## config.mk

```make
export PLATFORM = sky130hd
export DESIGN_NAME = lcd_controller
export DESIGN_NICKNAME = d
export VERILOG_FILES = /design/src/rtl/lcd_controller.sv
export SDC_FILE = /design/constraint.sdc
export NUM_CORES = 1
export LEC_CHECK = 0
export ABC_AREA = 1
export BUFFER_PORTS_ARGS = -buffer_cell sky130_fd_sc_hd__buf_2
export CORE_MARGIN = 5
export CORE_UTILIZATION = 40
export CTS_CLUSTER_SIZE = 25
export DETAILED_ROUTE_END_ITERATION = 7
export GPL_TIMING_DRIVEN = 0
export PLACE_DENSITY = 0.59
export SYNTH_ARGS = -nofsm -noshare
export SYNTH_HDL_FRONTEND = slang
export SYNTH_SLANG_ARGS = --single-unit
```

## constraint.sdc

```tcl
create_clock -name clk -period 3.85 [get_ports clk]
set_input_delay 0 -clock clk [delete_from_list [all_inputs] [get_ports clk]]
set_output_delay 0 -clock clk [all_outputs]
set_load 0.005 [all_outputs]
```

## src/rtl/lcd_controller.sv

```systemverilog
// HD44780-class character LCD controller: power-up init, command/data FIFO, timed panel writes.
// Defining LCD_IRQ_EN adds the irq output and the CTRL bit3 irq enable.
module lcd_controller #(
  parameter int unsigned TICK_W       = 20,
  parameter int unsigned POWERUP_WAIT = 750000,
  parameter int unsigned SETUP        = 4,
  parameter int unsigned E_PULSE      = 16,
  parameter int unsigned CMD_WAIT     = 2000,
  parameter int unsigned CLEAR_WAIT   = 82000,
  parameter int unsigned FIFO_DEPTH   = 16
) (
  input  logic        clk,
  input  logic        rst,
  input  logic        read,
  input  logic        write,
  input  logic [1:0]  address,
  input  logic [31:0] writedata,
  input  logic [3:0]  be,
  output logic [31:0] readdata,
  output logic        lcd_e,
  output logic [7:0]  lcd_data,
  output logic        lcd_rs,
  output logic        lcd_rw,
`ifdef LCD_IRQ_EN
  output logic        lcd_on,
  output logic        irq
`else
  output logic        lcd_on
`endif
);
  localparam int unsigned AW = $clog2(FIFO_DEPTH);
  localparam int unsigned CW = AW + 1;

  typedef enum logic [2:0] {StPowerup, StLoad, StSetup, StPulse, StWait, StIdle} state_e;
  state_e state_q, state_d;

  logic [TICK_W-1:0] cnt_q, cnt_d;
  logic [8:0]        fifo_mem [FIFO_DEPTH];
  logic [AW-1:0]     wr_ptr_q, rd_ptr_q;
  logic [CW-1:0]     count_q;
  logic [3:0]        init_idx_q;
  logic              init_done_q, overflow_q, lcd_on_q, rs_q;
  logic [7:0]        data_q;
  logic [31:0]       readdata_q, status, ctrl_rd;
  logic              push, push_ok, ctrl_wr, flush, full, empty, pop, busy, phase_done, long_wait;
  logic              unused_bits;

  assign push       = write && be[0] && (address == 2'd0 || address == 2'd1);
  assign ctrl_wr    = write && be[0] && address == 2'd3;
  assign flush      = ctrl_wr && writedata[1];
  assign full       = count_q == CW'(FIFO_DEPTH);
  assign empty      = count_q == '0;
  assign push_ok    = push && !full;
  assign phase_done = cnt_q == '0;
  // Clear and home need the long post-write wait
  assign long_wait  = !rs_q && (data_q == 8'h01 || data_q == 8'h02 || data_q == 8'h03);
  assign unused_bits = ^{writedata[31:8], be[3:1]};

  function automatic logic [7:0] init_byte(logic [2:0] idx);
    case (idx)
      3'd4:    return 8'h08;
      3'd5:    return 8'h01;
      3'd6:    return 8'h06;
      3'd7:    return 8'h0C;
      default: return 8'h3C;
    endcase
  endfunction

  always_ff @(posedge clk or posedge rst) begin
    if (rst) state_q <= StPowerup;
    else     state_q <= state_d;
  end

  always_comb begin
    state_d = state_q;
    cnt_d   = phase_done ? cnt_q : cnt_q - TICK_W'(1);
    unique case (state_q)
      StPowerup: if (phase_done) state_d = StLoad;
      StLoad: begin
        state_d = StSetup;
        cnt_d   = TICK_W'(SETUP - 1);
      end
      StSetup: if (phase_done) begin
        state_d = StPulse;
        cnt_d   = TICK_W'(E_PULSE - 1);
      end
      StPulse: if (phase_done) begin
        state_d = StWait;
        cnt_d   = long_wait ? TICK_W'(CLEAR_WAIT - 1) : TICK_W'(CMD_WAIT - 1);
      end
      StWait: if (phase_done) begin
        state_d = (init_done_q || init_idx_q == 4'd8) ? StIdle : StLoad;
      end
      StIdle: if (!empty) begin
        state_d = StSetup;
        cnt_d   = TICK_W'(SETUP - 1);
      end
      default: state_d = StPowerup;
    endcase
  end

  always_comb begin
    lcd_e = state_q == StPulse;
    busy  = state_q != StIdle;
    pop   = state_q == StIdle && !empty;
  end

  always_ff @(posedge clk or posedge rst) begin
    if (rst) begin
      cnt_q       <= TICK_W'(POWERUP_WAIT - 1);
      data_q      <= '0;
      rs_q        <= 1'b0;
      init_idx_q  <= '0;
      init_done_q <= 1'b0;
    end else begin
      cnt_q <= cnt_d;
      if (state_q == StLoad) begin
        data_q     <= init_byte(init_idx_q[2:0]);
        rs_q       <= 1'b0;
        init_idx_q <= init_idx_q + 4'd1;
      end else if (pop) begin
        {rs_q, data_q} <= fifo_mem[rd_ptr_q];
      end
      if (state_q == StWait && phase_done && init_idx_q == 4'd8) init_done_q <= 1'b1;
    end
  end

  always_ff @(posedge clk) begin
    if (push_ok) fifo_mem[wr_ptr_q] <= {address[0], writedata[7:0]};
  end

  always_ff @(posedge clk or posedge rst) begin
    if (rst) begin
      wr_ptr_q <= '0;
      rd_ptr_q <= '0;
      count_q  <= '0;
    end else if (flush) begin
      wr_ptr_q <= '0;
      rd_ptr_q <= '0;
      count_q  <= '0;
    end else begin
      if (push_ok) wr_ptr_q <= wr_ptr_q + AW'(1);
      if (pop)     rd_ptr_q <= rd_ptr_q + AW'(1);
      count_q <= count_q + CW'(push_ok) - CW'(pop);
    end
  end

  always_ff @(posedge clk or posedge rst) begin
    if (rst) begin
      overflow_q <= 1'b0;
      lcd_on_q   <= 1'b0;
    end else begin
      if (push && full)                 overflow_q <= 1'b1;
      else if (ctrl_wr && writedata[2]) overflow_q <= 1'b0;
      if (ctrl_wr) lcd_on_q <= writedata[0];
    end
  end

`ifdef LCD_IRQ_EN
  logic irq_en_q, irq_q;
  always_ff @(posedge clk or posedge rst) begin
    if (rst) begin
      irq_en_q <= 1'b0;
      irq_q    <= 1'b0;
    end else begin
      if (ctrl_wr) irq_en_q <= writedata[3];
      irq_q <= init_done_q && empty && state_q == StIdle && irq_en_q;
    end
  end
  assign irq     = irq_q;
  assign ctrl_rd = {28'b0, irq_en_q, 2'b0, lcd_on_q};
`else
  assign ctrl_rd = {31'b0, lcd_on_q};
`endif

  assign status = {16'b0, 8'(count_q), 3'b0, empty, overflow_q, full, busy, init_done_q};

  always_ff @(posedge clk or posedge rst) begin
    if (rst) begin
      readdata_q <= '0;
    end else if (read) begin
      case (address)
        2'd2:    readdata_q <= status;
        2'd3:    readdata_q <= ctrl_rd;
        default: readdata_q <= '0;
      endcase
    end
  end

  assign readdata = readdata_q;
  assign lcd_data = data_q;
  assign lcd_rs   = rs_q;
  assign lcd_rw   = 1'b0;
  assign lcd_on   = lcd_on_q;
endmodule
```

After elaboration in Yosys (flattened, before gate mapping)
Memories as Yosys holds them, arrays and structs flattened. Index checks and enable logic that the tools add are counted. W data, S select, Z words.

Muxes and demuxes: 28. Multiply operators: 0. Reductions and logical operators: 27. Eq/ne operators: 23. $lt $le $gt $ge: 0. Div/mod/pow operators: 0. Add/sub/neg operators: 6. Bitwise operators: 0. Shift operators: 0.

Operators by type and width (number): $mux W20 (4); $pmux W20 S4 (1); $pmux W13 S2 (1); $pmux W6 S4 (1); $logic_not A20 Y1 (1); $sub A20 B1 Y20 const B (1); $eq A3 B3 Y1 const B (6); $mux W3 (6); $pmux W3 S6 (1); $mux W17 (1); $eq A8 B2 Y1 const B (2); $mux W4 (4); $mux W8 (2); $add A4 B1 Y4 const B (3); $logic_and A1 B1 Y1 (11); $eq A8 B1 Y1 const B (1); $ne A2 B2 Y1 const B (4); $reduce_bool A2 Y1 (4); $eq A3 B2 Y1 const B (2); $mux W1 (6); $add A5 B1 Y5 (1); $eq A5 B5 Y1 const B (1); $logic_not A5 Y1 (1); $mux W5 (1); other kinds (12) (18).

Bits in registers: 84. RAM bits: 144. Memories: 1. Bits in latches: 0. Output and inout port bits: 44. Bits in read-only memories: 0. Logic and storage cells: 97.

Memory list: fifo_mem (words 16, bits a word 9, rd ports 1, clocked after Yosys merged registers in 0, write ports 1, RTL line 38) `logic [8:0] fifo_mem [FIFO_DEPTH];`.

Depth between registers and ports, before layout
Depth in word-level cells: 7. Depth in mapped cells: 16. Depth with buffers taken out: 15.

Worst setup path before layout
OpenSTA, ideal clock, no wires.

Path type: register to register. From: reg count_q[3]. To: reg count_q[4]. Arrival: 2515 ps. Stages on the path, launching flop included: 17. Path slack: 1205 ps. Setup time: 129 ps. Buffers on the path: 1. Cells stage by stage: dfrtp_1 -> inv_1 -> ha_1 -> nand2_1 -> nor2_1 -> inv_1 -> nand2_2 -> inv_1 -> buf_2 -> ha_1 -> inv_1 -> ha_1 -> fa_1 -> a21oi_1 -> o21ai_0 -> o21ai_0 -> a21oi_1.

Longest elaborated chain between the ends: 6.

Ends and longest elaborated chain: from (decl) (RTL line 40) `logic [CW-1:0] count_q;`; from (signal assigned) (RTL line 144) `count_q <= count_q + CW'(push_ok) - CW'(pop);`; $eq A5 B5 Y1 (RTL line 51) `assign full = count_q == CW'(FIFO_DEPTH);`; $logic_not A1 Y1 (RTL line 53) `assign push_ok = push && !full;`; $logic_and A1 B1 Y1 (RTL line 53); $add A5 B1 Y5 (RTL line 144); $sub A5 B1 Y5 * (RTL line 144); $mux W5 * (RTL line 137) `end else if (flush) begin`.

Every way passes the cells marked *; elsewhere a longest branch is shown, timed or not. A chain may end at the register's enable or synchronous reset.

Final worst setup path
Ends and elaborated chain as after synthesis.

==> run summary <==
Pwr Density: 469 nW/um2
Met3 GRT Util: 0.0263
CTS Buffer Depth: 3
GRT met1 Usage: 0.255
Die Y: 164 um
Relative slew slack: 0.322
Io pins: 86
ANT cells: 0
Unique masters post-synth: 41
Yosys Warn Count: 0
Max-Cap Viols: 0
Clk root buf: clkbuf_16
Sum Neg Setup Slack: 0 ps
Outcome: complete, no violations
Fin crit share: 0.799
HPWL after detailed placement: 16,500 um
Largest net degree at the start of global routing: 35
Routed wire per std cell: 17.8 um
RR Startpoint: count_q[3]
Placed cell area: 10,100 um2
Syn_area_per_cell: 10.2 um2
WS Path Type: reg2reg
Clock Skew: 12.0 ps
1st-pass router iterations: 5
Worst setup path startpoint: count_q[3]
Grt peak-use layer: met2
Arrival @ worst endpoint: 3460 ps
Met2 global-route usage: 0.295
Number of global-route vias before repair: 6,542
Slew @ Worst Pin: 1010 ps
Top FF cell, synth: edfxtp_1
CTS tree: built
Startpoint Class: flop
Layout cells sized above 1: 0.146
Initial drt markers: 564
RSZ-0062 raised after global routing: false
Seq cells post-synth: 206
Clock sink count: 206
Final min period: 3080 ps
Clk_lat worst skew: 510 ps
GRT Resource Usage Total: 0.181
First-pass GRT wire length: 37,400 um
Peak supply drop: 0.374 mV
Reg2Reg Capture Point: count_q[4]
Lkg Pwr: 4.49 nW
Routed Antenna Nets: 0
Clock Pin Slew Worst Setup and Hold Paths: 60 ps
Post-Synthesis Cells: 925
Initial antenna violation count: 0
Fin area: 11,100 um2
Synth-to-Final Area Change: 17.3%
# nets final: 1,088
Critical Path RT: 4240 ps
Max-slew violations: 0
Termination of the worst setup path: count_q[4]
Die Area: 26,800 um2
FF-to-FF setup slack: 770 ps
Initial Utilization: 0.404
H-tree depth: 1
Mapped cell area: 9460 um2
Number of synthesized flops with an enable pin: 144
Core region area: 23,400 um2
Routability cong.: 0.846
Worst reg2reg path depth: 16
Grt total ovfl: 0
Sequential element share of the synthesized area: 0.623
Maximum clock rate: 325 MHz
Row cnt: 56
Detailed Route WL: 24,200 um
Final setup fails: 0
CTS Buf Count: 24
Hold Path Class: in2async
Worst-path fanout max: 10
DR vias: 6,848
Critical Path Sink Type: flop
PortBufs: 35
Async S/R FF share, synth: 0.301
Fin. Hold Viols: 0
DR vias/cell: 5.02
DIE WIDTH: 164 um
Drt drc: 0
[synthesized netlist by cell type, types with 4 or more instances]
library cell / instances / area (um2)
ha_1: 18 / 225
dfstp_2: 13 / 342
buf_4: 26 / 195
nor2_4: 4 / 45.0
o211ai_1: 29 / 218
inv_1: 70 / 263
clkbuf_1: 13 / 48.8
nand3_1: 60 / 300
inv_2: 7 / 26.3
a21oi_1: 25 / 125
buf_2: 12 / 60.1
nor2_2: 4 / 25.0
nor2_1: 152 / 571
edfxtp_1: 144 / 4320
xor2_1: 9 / 78.8
nand2_1: 147 / 552
nor3_1: 8 / 40.0
nand4_1: 9 / 56.3
nand2_2: 8 / 50.1
dfrtp_1: 49 / 1230
xnor2_1: 4 / 35.0
o21ai_0: 88 / 440
[per-layer routing]
metal / vias to the layer above / part of all wire
met5: - / 0
met4: 0 / 0.024
met3: 43 / 0.069
met2: 229 / 0.47
met1: 3269 / 0.44
li1: 3307 / -
[power by group]
part	internal, mW	switching (mW)
clock network	1.34	0.877
logic	0.166	0.275
registers	2.48	0.0624
[critical path: stages (launching register included)]
cell and delay (ps):
dfrtp_1 380, inv_1 110, ha_1 150, nand2_1 100, nor2_1 260, inv_1 120, nand2_2 150, inv_1 70
buf_2 190, ha_1 290, inv_1 40, ha_1 210, fa_1 410, a21oi_1 160, o21ai_0 110, o21ai_0 150
a21oi_1 60
[placed cells by master (no fill, tap or decap), types with 9 or more instances in the layout]
| cell | count |
|---|---|
| o211ai_1 | 29 |
| xor2_1 | 9 |
| buf_2 | 47 |
| nand3_1 | 60 |
| nor2_1 | 152 |
| nand2_1 | 147 |
| clkbuf_16 | 25 |
| buf_4 | 26 |
| clkbuf_1 | 20 |
| a21oi_1 | 25 |
| inv_1 | 69 |
| dfrtp_1 | 49 |
| dfstp_2 | 13 |
| o21ai_0 | 88 |
| conb_1 | 23 |
| dlygate4sd3_1 | 18 |
| edfxtp_1 | 144 |
| nand4_1 | 9 |
| ha_1 | 18 |
[logic make-up after synthesis]
kind of cell	share of synthesized area
simple gates	0.181
flops	0.623
compound gates	0.0905
buf+inv	0.0668
fa+ha+maj	0.0259
xor+xnor	0.0120
other cells	0.000396
[flip-flops by register name, indices dropped and copies added, names as in the netlist]
| name | count |
|---|---|
| init_done_q | 1 |
| init_idx_q | 4 |
| cnt_q | 20 |
| state_q | 3 |
| rd_ptr_q | 4 |
| readdata | 10 |
| lcd_data | 8 |
| wr_ptr_q | 4 |
| count_q | 5 |
| lcd_on | 1 |
| overflow_q | 1 |
| fifo_mem | 144 |
| lcd_rs | 1 |
[worst min-delay path by stage]
stage	from	end	slack, ps
global placement	read	readdata[8]	290
CTS	rst	readdata[11]	200
global route	rst	readdata[3]	250
finish	rst	readdata[11]	180
detailed placement	rst	readdata[12]	190
floorplan	writedata[0]	fifo_mem[0][0]	100
[final cells by class]
cell class | instances | area, um2
clock inverters | 11 | 109
fillers | 2242 | 12300
flip-flops and latches | 206 | 5890
inverters | 79 | 298
repair buffers | 54 | 375
multi-input cells | 607 | 3020
clock buffers | 33 | 666
well taps | 319 | 399
plain buffers | 55 | 334
[through the flow]
stage | hold slack, ps | setup slack [ps] | utilization | power [mW] | cells
3_3_place_gp | 291 | 788 | 0.432 | 2.98 | 1301
2_1_floorplan | 98.9 | 1210 | - | 2.85 | 947
6_report | 177 | 774 | 0.474 | 5.20 | 1364
5_1_grt | 250 | 527 | 0.474 | 5.42 | 1364
4_1_cts | 197 | 750 | 0.474 | 5.25 | 1364
3_5_place_dp | 190 | 764 | 0.433 | 3.00 | 1302
[what timing repair did]
item / 4_1_cts / 5_1_grt
endpoints found under the hold margin: 179 / 0
hold buffers: 18 / 0
gates resized for setup: 0 / 0
setup buffers: 0 / 0
Note: power is estimated with default switching activity, not from simulation.
